## src/rtl/time_disp_pkg.sv

```systemverilog
// Shared constants for the six-digit hh.mm.ss multiplexed display:
// active-low segment codes {g,f,e,d,c,b,a}, digit positions and field limits.
package time_disp_pkg;

   localparam int unsigned NUM_DIGITS = 6;
   localparam logic [5:0]  HOURS_MAX  = 6'd23;
   localparam logic [5:0]  MINSEC_MAX = 6'd59;

   localparam logic [6:0] SEG_0     = 7'b1000000;
   localparam logic [6:0] SEG_1     = 7'b1111001;
   localparam logic [6:0] SEG_2     = 7'b0100100;
   localparam logic [6:0] SEG_3     = 7'b0110000;
   localparam logic [6:0] SEG_4     = 7'b0011001;
   localparam logic [6:0] SEG_5     = 7'b0010010;
   localparam logic [6:0] SEG_6     = 7'b0000010;
   localparam logic [6:0] SEG_7     = 7'b1111000;
   localparam logic [6:0] SEG_8     = 7'b0000000;
   localparam logic [6:0] SEG_9     = 7'b0010000;
   localparam logic [6:0] SEG_DASH  = 7'b0111111;
   localparam logic [6:0] SEG_BLANK = 7'b1111111;

   // Digit position, rightmost first; the value is also the an bit index.
   typedef enum logic [2:0] {
      DIG_SEC_U = 3'd0,
      DIG_SEC_T = 3'd1,
      DIG_MIN_U = 3'd2,
      DIG_MIN_T = 3'd3,
      DIG_HRS_U = 3'd4,
      DIG_HRS_T = 3'd5
   } digit_e;

   function automatic logic [6:0] seg_of(input logic [3:0] d);
      logic [6:0] s;
      case (d)
         4'd0:    s = SEG_0;
         4'd1:    s = SEG_1;
         4'd2:    s = SEG_2;
         4'd3:    s = SEG_3;
         4'd4:    s = SEG_4;
         4'd5:    s = SEG_5;
         4'd6:    s = SEG_6;
         4'd7:    s = SEG_7;
         4'd8:    s = SEG_8;
         4'd9:    s = SEG_9;
         default: s = SEG_BLANK;
      endcase
      return s;
   endfunction

endpackage

```

## src/rtl/bin2bcd6.sv

```systemverilog
// Combinational split of a 6-bit binary field into tens/units digits,
// flagging values above the supplied limit.
module bin2bcd6 (
   input  logic [5:0] value,
   input  logic [5:0] limit,
   output logic [3:0] tens,
   output logic [3:0] units,
   output logic       invalid
);

   assign tens    = 4'(value / 6'd10);
   assign units   = 4'(value - ({2'b00, tens} * 6'd10));
   assign invalid = (value > limit);

endmodule

```

## src/rtl/time_display_scan.sv

```systemverilog
// Multiplexed six-digit time display driver. Digits come from a snapshot that
// refreshes once per full scan. Optional macro: LEADING_ZERO_BLANK_EN.
module time_display_scan
   import time_disp_pkg::*;
#(
   parameter int unsigned SCAN_DIV = 50000
) (
   input  logic       clk,
   input  logic       reset,
   input  logic [5:0] hours,
   input  logic [5:0] min,
   input  logic [5:0] sec,
   output logic [5:0] an,
   output logic [6:0] seg,
   output logic       dp,
   output logic       frame
);

   localparam int unsigned PW = (SCAN_DIV > 1) ? $clog2(SCAN_DIV) : 1;
   localparam logic [PW-1:0] LAST = PW'(SCAN_DIV - 1);

   logic [PW-1:0] presc_q, presc_d;
   digit_e        idx_q, idx_d;
   logic          first_q;
   logic [5:0]    hrs_q, min_q, sec_q;
   logic [5:0]    an_q, an_d;
   logic [6:0]    seg_q, seg_d;
   logic          dp_q, dp_d;
   logic          frame_q, frame_d;

   logic          step, take;
   logic [3:0]    hrsTens, hrsUnits, minTens, minUnits, secTens, secUnits;
   logic          hrsBad, minBad, secBad;
   logic [3:0]    digitVal;
   logic          digitBad;

   bin2bcd6 u_hrs (.value(hrs_q), .limit(HOURS_MAX),  .tens(hrsTens), .units(hrsUnits), .invalid(hrsBad));
   bin2bcd6 u_min (.value(min_q), .limit(MINSEC_MAX), .tens(minTens), .units(minUnits), .invalid(minBad));
   bin2bcd6 u_sec (.value(sec_q), .limit(MINSEC_MAX), .tens(secTens), .units(secUnits), .invalid(secBad));

   // Outputs are built from the current index so they trail it by one clock;
   // the first cycle after reset only captures the snapshot and stays blank.
   always_comb begin
      step    = (presc_q == LAST);
      presc_d = step ? '0 : presc_q + PW'(1);
      idx_d   = idx_q;
      if (step) begin
         idx_d = (idx_q == DIG_HRS_T) ? DIG_SEC_U : digit_e'(idx_q + 3'd1);
      end
      take    = first_q || (step && (idx_q == DIG_HRS_T));
      frame_d = take;

      digitVal = 4'd0;
      digitBad = 1'b0;
      case (idx_q)
         DIG_SEC_U: begin digitVal = secUnits; digitBad = secBad; end
         DIG_SEC_T: begin digitVal = secTens;  digitBad = secBad; end
         DIG_MIN_U: begin digitVal = minUnits; digitBad = minBad; end
         DIG_MIN_T: begin digitVal = minTens;  digitBad = minBad; end
         DIG_HRS_U: begin digitVal = hrsUnits; digitBad = hrsBad; end
         DIG_HRS_T: begin digitVal = hrsTens;  digitBad = hrsBad; end
         default:   begin digitVal = 4'd0;     digitBad = 1'b1;   end
      endcase

      seg_d = digitBad ? SEG_DASH : seg_of(digitVal);
`ifdef LEADING_ZERO_BLANK_EN
      if ((idx_q == DIG_HRS_T) && !hrsBad && (hrsTens == 4'd0)) begin
         seg_d = SEG_BLANK;
      end
`endif
      an_d = ~(6'b000001 << idx_q);
      dp_d = !((idx_q == DIG_MIN_U) || (idx_q == DIG_HRS_U));

      if (first_q) begin
         an_d  = '1;
         seg_d = SEG_BLANK;
         dp_d  = 1'b1;
      end
   end

   always_ff @(posedge clk or negedge reset) begin
      if (!reset) begin
         presc_q <= '0;
         idx_q   <= DIG_SEC_U;
         first_q <= 1'b1;
         hrs_q   <= '0;
         min_q   <= '0;
         sec_q   <= '0;
         an_q    <= '1;
         seg_q   <= SEG_BLANK;
         dp_q    <= 1'b1;
         frame_q <= 1'b0;
      end else begin
         presc_q <= presc_d;
         idx_q   <= idx_d;
         first_q <= 1'b0;
         if (take) begin
            hrs_q <= hours;
            min_q <= min;
            sec_q <= sec;
         end
         an_q    <= an_d;
         seg_q   <= seg_d;
         dp_q    <= dp_d;
         frame_q <= frame_d;
      end
   end

   assign an    = an_q;
   assign seg   = seg_q;
   assign dp    = dp_q;
   assign frame = frame_q;

endmodule

```

## config.mk

```make
export PLATFORM = sky130hd
export DESIGN_NAME = time_display_scan
export DESIGN_NICKNAME = d
export VERILOG_FILES = /design/src/rtl/time_disp_pkg.sv /design/src/rtl/bin2bcd6.sv /design/src/rtl/time_display_scan.sv
export SDC_FILE = /design/constraint.sdc
export NUM_CORES = 1
export LEC_CHECK = 0
export ABC_CLOCK_PERIOD_IN_PS = 4900
export CORE_AREA = 2 2 97 99
export DETAILED_ROUTE_END_ITERATION = 8
export DIE_AREA = 0 0 99 101
export GPL_ROUTABILITY_DRIVEN = 0
export GPL_TIMING_DRIVEN = 1
export PLACE_DENSITY = 0.63
export SLEW_MARGIN = 25
export SYNTH_ARGS = -nofsm -noshare
export SYNTH_HDL_FRONTEND = slang
export SYNTH_SLANG_ARGS = --single-unit
```

## constraint.sdc

```tcl
create_clock -name clk -period 4.9 [get_ports clk]
set_input_delay 0.49 -clock clk [delete_from_list [all_inputs] [get_ports clk]]
set_output_delay 0.49 -clock clk [all_outputs]
set_load 0.03 [all_outputs]
```

==> impl_metrics.env <==
export IMPL_clk_path_buf_depth=2
export IMPL_postSynth_asyncResetShare_pct=100
export IMPL_synth_xor_xnor_area_share_pct=4.37
export IMPL_synth_area_top_cells="dfrtp_1 30%, dfstp_2 12%, mux2_2 7.4%"
export IMPL_grt_pass1_wl_um=11200
export IMPL_cp_arrival_ns=4.77
export IMPL_synthFlopType="dfrtp_1"
export IMPL_drt_wl_total_um=6290
export IMPL_drt_iter0_drc=179
export IMPL_cts_sinks=53
export IMPL_critPathKind="register to register"
export IMPL_synth_simple_area_share_pct=20.0
export IMPL_crit_fanout=13
export IMPL_vias_per_cell=5.20
export IMPL_fin_hold_ws_ns=0.275
export IMPL_critPathMaxStageDelay_ns=0.51
export IMPL_clk_pin_slew_ns=0.11
export IMPL_synth_compound_area_share_pct=14.1
export IMPL_synthesis_area_um2=3200
export IMPL_synth_top_family_by_area="simple AND/OR/NAND/NOR gates"
export IMPL_cellPowerDensity_nw_per_um2=323
export IMPL_hold_class="primary input to async pin"
export IMPL_root_buffer="clkbuf_8"
export IMPL_die_x_um=99
export IMPL_area_growth_pct=16.7
export IMPL_synth_top_area_share_pct=29.7
export IMPL_finalClockSkew_ns=0.00795
export IMPL_synthCells=317
export IMPL_ys_ff_latch=53
export IMPL_dieArea_um2=10000
export IMPL_power_leakage_nw=1.55
export IMPL_drcViolationCount=0
export IMPL_rows=35
export IMPL_clock_fmax_mhz=221
export IMPL_grt_pass1_vias=2356
export IMPL_fin_crit_sh_pct=92.4
export IMPL_ff2ff_setup_slack_ns=0.37
export IMPL_drv_slew=0
export IMPL_multiInputGateArea_um2=1740
export IMPL_antennaDiodeCount=0
export IMPL_ctsHoldBuffers=0
export IMPL_cts_tree="yes"
export IMPL_overflow=0
export IMPL_r2r_start="hrs_q[3]"
export IMPL_max_slew_margin_pct=56.6
export IMPL_start_kind="register"
export IMPL_core_um2=8980
export IMPL_muxShareOfSynthArea_pct=8.00
export IMPL_synth_fa_ha_area_share_pct=7.34
export IMPL_yosys_warnings=0
export IMPL_synth_edf_count=0
export IMPL_drive_gt1_share_pct=18.1
export IMPL_die_y_um=101
export IMPL_cts_htree_levels=2
export IMPL_synth_top_cell_by_area="dfrtp_1"
export IMPL_layout_nets=385
export IMPL_post_dp_hpwl_um=4520
export IMPL_syn_avg_cell_area_um2=10.1
export IMPL_fin_util_pct=41.6
export IMPL_regArea_um2=1350
export IMPL_synth_seq_area_share_pct=42.0
export IMPL_drv_cap=0
export IMPL_crit_slowest_cell="dfrtp_1"
export IMPL_start_util_pct=35.7
export IMPL_ys_types=69
export IMPL_tns_ns=0
export IMPL_outcome="completed"
export IMPL_synth_fp_nets=354
export IMPL_rsz0062_at_grt="false"
export IMPL_track_usage_pct=13.8
export IMPL_grt_max_degree=54
export IMPL_vdd_ir_drop_max_uv=130
export IMPL_pin_count=35
export IMPL_drtPass1Iterations=4
export IMPL_finalHoldViolCount=0
export IMPL_min_period_ns=4.53
export IMPL_wl_per_cell_um=13.7
export IMPL_worstReg2RegEnd="seg[0]"
export IMPL_fill_cells=862
export IMPL_critPathRequiredTime_ns=5.14
export IMPL_end_kind="register"
export IMPL_tightest_slew_ns=0.651
export IMPL_crit_chain="ha_1 -> nor2b_1 -> o22ai_1 -> a211o_1 -> nand2_1 -> ha_1 -> nand2b_1 -> o2111ai_1 -> o221ai_1 -> ha_1 -> a211oi_1 -> a21oi_1 -> or2_0 -> o211ai_1 -> inv_1 -> ha_1 -> or2_2 -> a2111oi_1 -> nor2_1"
export IMPL_setup_violations=0
export IMPL_crit_path_frequent_cell="ha_1"
export IMPL_antenna_found_initial=0
export IMPL_numPortBuffers=34
export IMPL_antenna_left=0
export IMPL_insertion_delay_ns=0.31
export IMPL_rr_worst_depth=19
export IMPL_cts_buffers_inserted=5
export IMPL_num_vias=2391
## routing by layer
| metal | GRT usage (%) | vias up | wire length (um) |
|---|---|---|---|
| li1 | - | 1183 | - |
| met1 | 18.3 | 1152 | 2950 |
| met2 | 22.3 | 50 | 3020 |
| met3 | 2.91 | 6 | 249 |
| met4 | 4.74 | 0 | 75 |
| met5 | 0 | - | 0 |
## power by group
part	internal (mW)	leakage (nW)	switching, mW
sequential	0.494	0.629	0.0325
clock	0.105	0.0509	0.156
combinational	0.190	0.866	0.231
total	0.790	1.55	0.419
## synthesized netlist by cell type (3+ instances only)
| cell | n |
|---|---|
| nand2_1 | 24 |
| dfstp_2 | 15 |
| or3_1 | 3 |
| nor4b_1 | 3 |
| buf_2 | 7 |
| nand3b_1 | 3 |
| nand2b_1 | 9 |
| nor3_1 | 4 |
| a211oi_1 | 3 |
| or2_2 | 3 |
| o21ai_0 | 11 |
| inv_1 | 16 |
| ha_1 | 14 |
| mux2_2 | 21 |
| nand3_1 | 8 |
| clkbuf_1 | 5 |
| a2111oi_0 | 4 |
| xnor2_1 | 7 |
| a21oi_1 | 8 |
| and3_1 | 4 |
| fa_1 | 3 |
| nor2_1 | 28 |
| dfrtp_1 | 38 |
| xor2_1 | 9 |
| nor2b_1 | 9 |
| o211ai_1 | 4 |
## per-stage QoR
stage | cells | setup WS (ns) | power [mW] | area, um^2
finish | 460 | 0.374 | 1.21 | 3740
floorplan | 317 | 0.712 | 0.824 | 3200
CTS | 458 | 0.247 | 1.21 | 3710
detailed placement | 450 | 0.277 | 0.945 | 3620
global route | 460 | 0.0587 | 1.30 | 3740
global placement | 450 | 0.388 | 0.938 | 3620
## placed cells by master, fill, tap and decap left out, types with 3 or more instances in the layout
cell / n
dfrtp_1: 37
clkdlybuf4s50_1: 33
nor2_1: 28
nand2_1: 24
mux2_2: 21
inv_1: 16
dfstp_2: 15
ha_1: 14
o21ai_0: 11
nor2b_1: 9
nand2b_1: 9
xor2_1: 9
nand3_1: 8
a21oi_1: 8
xnor2_1: 7
clkbuf_8: 5
o211ai_1: 4
nor3_1: 4
and3_1: 4
nand3b_1: 3
a211oi_1: 3
or3_1: 3
or2_2: 3
a2111oi_0: 3
nor4b_1: 3
fa_1: 3
buf_4: 3
## what timing repair did
item                                    in CTS  in global routing
setup buffers                                0                  2
gates resized for setup                      0                  2
endpoints found under the setup margin       0                  2
## sequential cells by signal (all words and copies together), names as in the netlist
| name | count |
|---|---|
| first_q | 1 |
| sec_q | 6 |
| min_q | 6 |
| seg | 7 |
| idx_q | 3 |
| an | 6 |
| hrs_q | 6 |
| frame | 1 |
| presc_q | 16 |
| dp | 1 |
## cells by family (layout without fill, tap and decap cells)
kind of cell | after synthesis | after routing
xor gates and xnor gates | 16 | 16
other | 1 | 1
and+or+nand+nor | 117 | 117
adders and majority gates | 17 | 17
AOI/OAI and AO/OA | 60 | 60
muxes | 23 | 23
buffers and inverters | 30 | 62
DFF | 53 | 53
## worst max path at each step
| stage | startpoint | to | slack (ns) | depth (start not counted) |
|---|---|---|---|---|
| 2_1_floorplan | hrs_q[4] | seg[0] | 0.71 | 21 |
| 3_3_place_gp | hrs_q[4] | seg[0] | 0.39 | 20 |
| 3_5_place_dp | hrs_q[4] | seg[0] | 0.28 | 20 |
| 4_1_cts | hrs_q[4] | seg[0] | 0.25 | 20 |
| 5_1_grt | hrs_q[3] | seg[0] | 0.06 | 19 |
| 6_report | hrs_q[3] | seg[0] | 0.37 | 19 |
## cell type report
type / instances / share of cell area [%]
clock buffers: 5 / 1.84
clock inverters: 3 / 0.636
inverters: 17 / 1.71
multi-input cells: 234 / 46.5
flip-flops and latches: 53 / 36.0
well taps: 111 / 3.71
repair buffers: 37 / 9.57
## worst max-delay path: cells and delay by family, from the launching register on
family	cells	cell delay (ns)
AOI/OAI and AO/OA	8	1.65
adders and majority gates	4	1.14
buffers and inverters	1	0.20
DFF	1	0.51
and+or+nand+nor	6	0.94
(Power assumes the default switching activity.)
